**src/rtl/mine_pkg.sv**
```systemverilog
// Shared types and helpers for the neighbour-mine counter: result width,
// controller state encoding and cell index to row/column conversion.
package mine_pkg;

    localparam int CNT_W = 4;

    typedef enum logic [1:0] {
        IDLE,
        QUERY,
        SWEEP,
        DONE
    } state_e;

    typedef struct packed {
        logic [3:0] row;
        logic [3:0] col;
    } rc_t;

    function automatic rc_t pos_to_rc(input int pos, input int cols);
        rc_t rc;
        rc.row = 4'(pos / cols);
        rc.col = 4'(pos % cols);
        return rc;
    endfunction

endpackage

```
**src/rtl/mine_count_engine_if.sv**
```systemverilog
// Request/result bundle between the board-state logic (master) and the
// neighbour-mine counter (slave).
interface mine_count_engine_if #(
    parameter int ROWS = 6,
    parameter int COLS = 6
);
    localparam int N     = ROWS * COLS;
    localparam int POS_W = $clog2(N);

    logic [N-1:0]                   cell_mine;
    logic                           start;
    logic                           q_req;
    logic [POS_W-1:0]               q_pos;
    logic                           busy;
    logic                           out_valid;
    logic                           out_ready;
    logic [POS_W-1:0]               out_pos;
    logic [mine_pkg::CNT_W-1:0]     out_count;
    logic                           out_mine;
    logic                           done;
    logic                           err;

    modport master (
        output cell_mine, start, q_req, q_pos, out_ready,
        input  busy, out_valid, out_pos, out_count, out_mine, done, err
    );

    modport slave (
        input  cell_mine, start, q_req, q_pos, out_ready,
        output busy, out_valid, out_pos, out_count, out_mine, done, err
    );

endinterface

```
**src/rtl/mine_neighbor_sum.sv**
```systemverilog
// Combinational neighbour count for every cell of the snapshot; the cell
// selected by idx is presented together with its own mine bit.
module mine_neighbor_sum
    import mine_pkg::*;
#(
    parameter int ROWS = 6,
    parameter int COLS = 6,
    localparam int N     = ROWS * COLS,
    localparam int POS_W = $clog2(N)
) (
    input  logic [N-1:0]       snap,
    input  logic [POS_W-1:0]   idx,
    output logic [CNT_W-1:0]   count,
    output logic               self_bit
);

    logic [N-1:0][CNT_W-1:0] cell_cnt;

    for (genvar p = 0; p < N; p++) begin : g_cell
        localparam rc_t RC = pos_to_rc(p, COLS);
        localparam int  R  = int'(RC.row);
        localparam int  C  = int'(RC.col);

        logic [8:0] nb;

        // 3x3 window, k=4 is the cell itself; off-board slots tie to zero
        for (genvar k = 0; k < 9; k++) begin : g_nb
            localparam int NR = R + (k / 3) - 1;
            localparam int NC = C + (k % 3) - 1;
            if (k != 4 && NR >= 0 && NR < ROWS && NC >= 0 && NC < COLS) begin : g_in
                assign nb[k] = snap[NR * COLS + NC];
            end else begin : g_out
                assign nb[k] = 1'b0;
            end
        end

        assign cell_cnt[p] = CNT_W'($countones(nb));
    end

    assign count    = cell_cnt[idx];
    assign self_bit = snap[idx];

endmodule

```
**src/rtl/mine_count_engine.sv**
```systemverilog
// Neighbour-mine counter: single-cell queries and full-board sweeps over a
// snapshot of the mine map, results streamed on a valid/ready port.
//
// state | meaning
// IDLE  | waiting for start or q_req
// QUERY | presenting one query result until accepted
// SWEEP | streaming results for cells 0..N-1
// DONE  | one-cycle completion pulse, then back to IDLE
module mine_count_engine
    import mine_pkg::*;
#(
    parameter int ROWS = 6,
    parameter int COLS = 6
) (
    input logic                 clk,
    input logic                 rst_n,
    mine_count_engine_if.slave  bus
);

    localparam int N     = ROWS * COLS;
    localparam int POS_W = $clog2(N);

    state_e             state_q, state_d;
    logic [N-1:0]       snap_q, snap_d;
    logic [POS_W-1:0]   idx_q, idx_d;
    logic [CNT_W-1:0]   out_count_q, out_count_d;
    logic               out_mine_q, out_mine_d;
    logic               err_q, err_d;
    logic [CNT_W-1:0]   nb_count;
    logic               nb_self;

    // Fed from the next snapshot/index so the result registers load the
    // new cell on the same edge the index advances.
    mine_neighbor_sum #(.ROWS(ROWS), .COLS(COLS)) u_sum (
        .snap     (snap_d),
        .idx      (idx_d),
        .count    (nb_count),
        .self_bit (nb_self)
    );

    always_comb begin
        state_d     = state_q;
        snap_d      = snap_q;
        idx_d       = idx_q;
        err_d       = 1'b0;
        case (state_q)
            IDLE: begin
                if (bus.start) begin
                    snap_d  = bus.cell_mine;
                    idx_d   = '0;
                    state_d = SWEEP;
                end else if (bus.q_req) begin
                    if (int'(bus.q_pos) < N) begin
                        snap_d  = bus.cell_mine;
                        idx_d   = bus.q_pos;
                        state_d = QUERY;
                    end else begin
                        err_d = 1'b1;
                    end
                end
            end
            QUERY: begin
                if (bus.out_ready) state_d = IDLE;
            end
            SWEEP: begin
                if (bus.out_ready) begin
                    if (idx_q == POS_W'(N - 1)) state_d = DONE;
                    else                        idx_d   = idx_q + POS_W'(1);
                end
            end
            DONE:    state_d = IDLE;
            default: state_d = IDLE;
        endcase
        out_count_d = nb_count;
        out_mine_d  = nb_self;
    end

    // rst_n is active-high despite its name.
    always_ff @(posedge clk or posedge rst_n) begin
        if (rst_n) begin
            state_q     <= IDLE;
            snap_q      <= '0;
            idx_q       <= '0;
            out_count_q <= '0;
            out_mine_q  <= 1'b0;
            err_q       <= 1'b0;
        end else begin
            state_q     <= state_d;
            snap_q      <= snap_d;
            idx_q       <= idx_d;
            out_count_q <= out_count_d;
            out_mine_q  <= out_mine_d;
            err_q       <= err_d;
        end
    end

    assign bus.busy      = (state_q != IDLE);
    assign bus.out_valid = (state_q == QUERY) || (state_q == SWEEP);
    assign bus.done      = (state_q == DONE);
    assign bus.err       = err_q;
    assign bus.out_pos   = idx_q;
    assign bus.out_count = out_count_q;
    assign bus.out_mine  = out_mine_q;

endmodule

```
**src/flat_wrapper.sv**
```systemverilog
// flat-port wrapper written by rule: the top's interface ports become plain ports
module mine_count_engine_flat import mine_pkg::*;
#(
    parameter int ROWS = 6,
    parameter int COLS = 6
)
  (clk, rst_n, bus_cell_mine, bus_start, bus_q_req, bus_q_pos, bus_out_ready, bus_busy, bus_out_valid, bus_out_pos, bus_out_count, bus_out_mine, bus_done, bus_err);
  mine_count_engine_if #(.ROWS(ROWS), .COLS(COLS)) bus_i ();
  input logic clk;
  input logic rst_n;
  input wire logic [$bits(bus_i.cell_mine)-1:0] bus_cell_mine;
  input wire logic [$bits(bus_i.start)-1:0] bus_start;
  input wire logic [$bits(bus_i.q_req)-1:0] bus_q_req;
  input wire logic [$bits(bus_i.q_pos)-1:0] bus_q_pos;
  input wire logic [$bits(bus_i.out_ready)-1:0] bus_out_ready;
  output wire logic [$bits(bus_i.busy)-1:0] bus_busy;
  output wire logic [$bits(bus_i.out_valid)-1:0] bus_out_valid;
  output wire logic [$bits(bus_i.out_pos)-1:0] bus_out_pos;
  output wire logic [$bits(bus_i.out_count)-1:0] bus_out_count;
  output wire logic [$bits(bus_i.out_mine)-1:0] bus_out_mine;
  output wire logic [$bits(bus_i.done)-1:0] bus_done;
  output wire logic [$bits(bus_i.err)-1:0] bus_err;
  assign bus_i.cell_mine = bus_cell_mine;
  assign bus_i.start = bus_start;
  assign bus_i.q_req = bus_q_req;
  assign bus_i.q_pos = bus_q_pos;
  assign bus_i.out_ready = bus_out_ready;
  assign bus_busy = bus_i.busy;
  assign bus_out_valid = bus_i.out_valid;
  assign bus_out_pos = bus_i.out_pos;
  assign bus_out_count = bus_i.out_count;
  assign bus_out_mine = bus_i.out_mine;
  assign bus_done = bus_i.done;
  assign bus_err = bus_i.err;
  mine_count_engine #(.ROWS(ROWS), .COLS(COLS)) u_core (.clk(clk), .rst_n(rst_n), .bus(bus_i));
endmodule
```
**config.mk**
```make
export PLATFORM = sky130hd
export DESIGN_NAME = mine_count_engine_flat
export DESIGN_NICKNAME = d
export VERILOG_FILES = /design/src/rtl/mine_pkg.sv /design/src/rtl/mine_count_engine_if.sv /design/src/rtl/mine_neighbor_sum.sv /design/src/rtl/mine_count_engine.sv /design/src/flat_wrapper.sv
export SDC_FILE = /design/constraint.sdc
export NUM_CORES = 1
export LEC_CHECK = 0
export CELL_PAD_IN_SITES_DETAIL_PLACEMENT = 2
export CELL_PAD_IN_SITES_GLOBAL_PLACEMENT = 2
export CORE_MARGIN = 3
export CORE_UTILIZATION = 35
export DETAILED_ROUTE_END_ITERATION = 10
export PLACE_DENSITY_LB_ADDON = 0.25
export SLEW_MARGIN = 20
export SYNTH_ARGS = -nofsm -noshare
export SYNTH_HDL_FRONTEND = slang
export SYNTH_SLANG_ARGS = --single-unit
```
**constraint.sdc**
```tcl
create_clock -name clk -period 8.1 [get_ports clk]
set_input_delay 1.215 -clock clk [delete_from_list [all_inputs] [get_ports clk]]
set_output_delay 1.215 -clock clk [all_outputs]
set_load 0.02 [all_outputs]
```
==> results.md, run 1 <==
* Status: finished clean
* Starting DRC count in detailed routing at 487
* Largest net degree at the start of global routing at 56
* Fin Setup TNS at 0 ps
* Min-delay src: u_core.snap_q[0]$_DFF_PP0_
* Root buf cell: clkbuf_16
* Skew-Pair Late Insertion Delay at 320 ps
* CTS tree: yes
* Arrival time at the worst endpoint at about 7200 ps
* Hold path cells at 1
* Cell Chain, Critical Path: clkdlybuf4s50_1 > nor4b_4 > o31ai_4 > buf_12 > mux2i_2 > inv_2 > xnor2_1 > inv_1 > fa_1 > fa_1 > inv_1 > fa_1 > inv_1 > fa_1 > xnor2_1 > inv_1 > o22ai_1 > nor3_1 > o31a_1 > a211oi_1 > a211o_1
* Vias per cell at ~5.5
* Row count at 57
* Clock sinks at 50
* Count leader, synth: inv_1
* Fraction of layout cells with a size suffix above 1 at under 10%
* Placer Congestion at about 0.87
* First-pass GRT wire length at just under 50 mm
* Final Max Tran Viols at 0
* Routed WL per cell at ~24 um
* Synth async-reset ratio at 100%
* Worst-path clk slew at 80 ps
* Yosys top cell area share at roughly 23%
* Ys Warns at 0
* Layout Nets at ~1.3k
* Final ANT Viol Nets at 0
* Buf+Inv Stages, Crit Path at 7
* Total number of vias at between 7k and 8k
* RSZ-0062 raised after global routing: no
* Req. time, crit path at approximately 8400 ps
* Synth top area cells: fa_1, ha_1, dfrtp_1
* Num CTS Buffers at 5
* Crit share post-route at 85.1%
* Netlist Area Pre-Place at just under 9000 um^2
* R2R Path Start: u_core.state_q[0]$_DFFE_PP0P_
* Syn avg cell area at around 9.5 um^2
* Final Hold Vio Count at 0
* Worst-margin pin slew at 971 ps
* DP HPWL at around 25 mm
* Antenna Cells at 0
* Min Tclk post-route at 6890 ps
* H-tree levels at 2
* Clk buf depth at 2
* Core Box Area at between 20000 and 25000 um^2
* Final setup viols at 0
* Reg2reg end: u_core.bus.out_count[2]$_DFF_PP0_
* Critical path depth at 21
* Initial antenna violation count at 0
* Seq cells post-synth at 50
* Worst Clk Skew at ~8.6 ps
* Post-CTS resize count at 0
* CP max stage delay at between 600 and 700 ps
* Synth Flop Type: dfrtp_1
* HP Class: reg2reg
* Worst Setup End Kind: flip-flop
* Post-CTS Repair Setup Buffers at 0
* Synthesis-to-layout area growth at 13.0%
* Critical path class: in2reg
* R2r worst-path depth at 21
* Mapped Nets at about 1.2k
* Worst setup path end: u_core.bus.out_count[2]$_DFF_PP0_
* IO Port Bufs at a little over 60
* GRT Util Overall at 24.3%
* Crit path launch: bus_q_pos[2]
* Max Cap Violations at 0
* Slowest-stage cell, CP: clkdlybuf4s50_1
* Syn Inst Count at 929
* Drt drc at 0
* Initial Utilization at a little over a third
* Total wire length at between 30 and 40 mm
* Die W at around 160 um
* Fmax at ~150 MHz
* Total grt overflow at 0
* Reg2reg setup slack at around 2300 ps
* Chip Height at 165 um
* Slew Limit Headroom at 35.3%
* Number of hold buffers added after cts at 0
* Critical path launch point type: primary input
* I/O pins at 62
* Unique masters post-synth at 70
* Vias in the first global route at around 8k
* 1st-pass router iterations at 5
* Commonest cells in the netlist: inv_1, ha_1, fa_1
* Register area share after synthesis at ~14%
* Yosys top cell by area: fa_1
* Die Footprint at between 20000 and 30000 um^2
* CP max FO at 20
* Top delay family on crit path: buffers and inverters
* Post-synth EDFFs at 0
[sequential cells by signal (all words and copies together), names as in the netlist]
signal                flops
u_core.bus.err            1
u_core.bus.out_count      4
u_core.bus.out_mine       1
u_core.bus.out_pos        6
u_core.snap_q            36
u_core.state_q            2
[kinds of logic (layout without fill, tap and decap cells)]
group	Yosys count	count (layout)	synth area share (%)
compound gates	165	165	13.3
xor+xnor	33	33	3.28
fa+ha+maj	233	233	41.8
buf+inv	202	257	9.41
flops	50	50	14.2
mux	69	69	8.18
simple gates	177	177	9.80
[stage by stage]
stage / instance area (um^2) / instances / setup slack (ps) / utilization [%] / hold WS (ps)
after floorplan: 8800 / 929 / 2010 / - / 522
after global placement: 9780 / 1300 / 1040 / 39.9 / 552
after detailed placement: 9780 / 1300 / 893 / 39.9 / 587
after CTS: 9950 / 1308 / 1170 / 40.5 / 605
after global routing: 9950 / 1308 / 961 / 40.5 / 627
final: 9950 / 1308 / 1210 / 40.5 / 592
[routing by layer]
layer	vias up	part of all wire, %	track usage [%]
li1	3197	-	-
met1	3769	45	33.4
met2	177	49	41.7
met3	23	4.7	2.73
met4	0	1.5	4.50
met5	-	0	0
[cell type report]
class	instances	area [um^2]
inverters	168	631
fillers	2698	14600
well taps	324	405
clock inverters	1	8.76
clock buffers	7	153
repair buffers	81	773
flip-flops and latches	50	1250
multi-input cells	677	6720
[cells in the final DEF (no fill, tap or decap), types with 3 or more instances in the layout]
master,n
inv_1,161
ha_1,129
fa_1,102
nand2_1,65
clkdlybuf4s50_1,61
mux2i_1,53
dfrtp_1,50
nor2_1,49
a21oi_1,39
a211oi_1,25
o21ai_0,24
xnor2_1,19
buf_4,19
nand3_1,17
xor2_1,14
mux2_2,11
nor3_1,10
a311oi_1,9
a21o_1,8
inv_2,7
o21ai_1,7
nand4_1,6
a31oi_1,6
o211ai_1,6
mux2i_2,5
nor2b_1,5
clkbuf_16,5
nand2b_1,4
and2_1,3
and3_1,3
o31a_1,3
nor3b_1,3
o311ai_1,3
o2111ai_1,3
o311a_1,3
[worst min path at each step]
stage	slack (ps)	endpoint
3_5_place_dp	590	u_core.snap_q[0]$_DFF_PP0_
5_1_grt	630	u_core.snap_q[0]$_DFF_PP0_
3_3_place_gp	550	u_core.snap_q[0]$_DFF_PP0_
2_1_floorplan	520	u_core.snap_q[0]$_DFF_PP0_
6_report	590	u_core.snap_q[0]$_DFF_PP0_
4_1_cts	610	u_core.snap_q[0]$_DFF_PP0_
Power of run 1 is not shown: default switching activity piles up to over one toggle a cycle in this logic, so the estimate is an artifact.
==> inputs of run 2 (changes only) <==
==> constraint.sdc (replaced) <==
create_clock -name clk -period 6.4 [get_ports clk]
set_input_delay 0.96 -clock clk [delete_from_list [all_inputs] [get_ports clk]]
set_output_delay 0.96 -clock clk [all_outputs]
set_load 0.02 [all_outputs]
==> results.md, run 2 (synthesis gave the netlist of run 1 again) <==
* Largest net degree at the start of global routing at 56 (unchanged)
* Skew-Pair Late Insertion Delay at 310 ps (about the same)
* Root buf cell: clkbuf_16
* Final Core Density at 41.3% (+0.81 points)
* Crit share post-route at between 90% and 100%
* Die Footprint at 27100 um^2 (unchanged)
* Placer Congestion at 0.870 (+0.33%)
* Fin Setup TNS at 0 ps (unchanged)
* Top routing layer in use: met4
* Post-layout instance area at 10100 um^2 (+2.0%)
* Die W at 165 um (unchanged)
* Fmax at around 170 MHz
* Reg2reg setup slack at 1190 ps (-1080 ps)
* Routed WL per cell at 23.7 um (-2.5%)
* I/O pins at 62 (unchanged)
* Final setup viols at 0 (unchanged)
* Total wire length at 31.6 mm (-0.49%)
* Met3 Routed Length at 1.33 mm (-10%)
* Worst-margin pin slew at 820 ps (-150 ps)
* Placed Area at 10000 um^2 (+2.2%)
* Arrival time at the worst endpoint at 6210 ps (-940 ps)
* Max reg flops at 36 (unchanged)
* Starting DRC count in detailed routing at 375 (-23%)
* Clock sinks at 50 (unchanged)
* Hold path cells at 1 (unchanged)
* H-tree levels at 2 (unchanged)
* WL met1 at 14.4 mm (about the same)
* Core Box Area at 24500 um^2 (unchanged)
* Initial antenna violation count at 0 (unchanged)
* Antenna Cells at 0 (unchanged)
* CP max FO at 12 (-40%)
* Clk buf depth at 2 (unchanged)
* Initial Utilization at 35.9% (unchanged)
* Routed met2 length at 15.4 mm (-0.54%)
* 1st-pass router iterations at 4 (-1)
* R2R Path Start: u_core.state_q[0]$_DFFE_PP0P_
* Req. time, crit path at 6640 ps (-1720 ps)
* Vias in the first global route at 8056 (+0.94%)
* Fill cells at 2701 (+0.11%)
* Vias per cell at 5.37 (-1.9%)
* GRT Util Overall at 24.1% (-0.17 points)
* Fraction of layout cells with a size suffix above 1 at 9.30% (+2.4 points)
* Critical path class: in2reg
* Layout Nets at 1289 (+2.2%)
* Row count at 57 (unchanged)
* Most frequent cells in the layout: inv_1, ha_1, fa_1, nand2_1, clkdlybuf4s50_1
* DP HPWL at 25.8 mm (+1.5%)
* Final Hold Vio Count at 0 (unchanged)
* RSZ-0062 raised after global routing: no
* Post-CTS resize count at 0 (unchanged)
* Min Tclk post-route at roughly 6000 ps
* Number of hold buffers added after cts at 0 (unchanged)
* Slew Limit Headroom at 45.3% (+10 points)
* Min-Delay Endpoint: u_core.snap_q[0]$_DFF_PP0_
* Total number of vias at 7172 (+0.084%)
* Max Cap Violations at 0 (unchanged)
* Worst Clk Skew at 7.71 ps (-0.856 ps)
* HP Class: reg2reg
* Largest Register: u_core.snap_q
* Drt drc at 0 (unchanged)
* Num CTS Buffers at 5 (unchanged)
* Chip Height at 165 um (unchanged)
* First-pass GRT wire length at 49.1 mm (-0.13%)
* Synthesis-to-layout area growth at 15.3%
* R2r worst-path depth at 20 (-4.8%)
* Critical path launch point type: primary input
* Post-CTS Repair Setup Buffers at 0 (unchanged)
* Final ANT Viol Nets at 0 (unchanged)
* IO Port Bufs at 61 (unchanged)
* CTS tree: yes
* Most common cell after layout, fill and taps aside: inv_1
* Worst-path clk slew at 80 ps (about the same)
* Min-delay src: u_core.snap_q[0]$_DFF_PP0_
* Status: finished clean
* Final Max Tran Viols at 0 (unchanged)
* Worst Setup End Kind: flip-flop
* Reg2reg end: u_core.bus.out_count[2]$_DFF_PP0_
* Total grt overflow at 0 (unchanged)
[run 2: worst max path at each step]
| stage | depth (start not counted) | to | slack (ps) | start |
|---|---|---|---|---|
| 3_5_place_dp | 20 | u_core.bus.out_count[2]$_DFF_PP0_ | 160 | bus_q_pos[2] |
| 3_3_place_gp | 20 | u_core.bus.out_count[2]$_DFF_PP0_ | 260 | bus_q_pos[4] |
| 6_report | 17 | u_core.bus.out_count[1]$_DFF_PP0_ | 430 | bus_q_req |
| 5_1_grt | 22 | u_core.bus.out_count[2]$_DFF_PP0_ | 170 | bus_q_pos[4] |
| 4_1_cts | 17 | u_core.bus.out_count[1]$_DFF_PP0_ | 450 | bus_q_pos[2] |
| 2_1_floorplan | 20 | u_core.bus.out_count[1]$_DFF_PP0_ | 560 | bus_q_req |
[run 2: stage by stage]
| step | instances | hold slack [ps] | setup slack [ps] |
|---|---|---|---|
| floorplan | 929 | 522 | 564 |
| global placement | 1328 | 549 | 260 |
| detailed placement | 1328 | 555 | 156 |
| CTS | 1335 | 575 | 454 |
| global route | 1335 | 595 | 167 |
| finish | 1335 | 574 | 434 |
[run 2: routing by layer]
layer	GRT usage, %	vias to the layer above
met5	0	-
met4	5.22	0
met3	3.24	28
met2	41.4	149
met1	32.5	3747
li1	-	3248
[run 2: area by class of cell]
| type | instances | area [um^2] | area share, % |
|---|---|---|---|
| multi-input combinational | 677 | 6720 | 66.3 |
| sequential | 50 | 1250 | 12.3 |
| timing repair buffer | 109 | 996 | 9.82 |
| inverter | 168 | 631 | 6.22 |
| tap | 324 | 405 | 4.00 |
| clock buffer | 5 | 125 | 1.23 |
| clock inverter | 2 | 15.0 | 0.148 |
[run 2: critical path, cell delays in order]
cell and delay (ps):
clkdlybuf4s50_1 500, nor2b_2 250, o31ai_4 420, buf_12 230, mux2i_1 500, inv_1 290, ha_1 430, xnor2_1 240
fa_1 460, ha_1 340, a21oi_1 170, fa_1 430, mux2i_1 140, mux2i_1 110, mux2_2 320, mux2_2 270
o211ai_2 130
Power of run 2 is left out for the same reason.
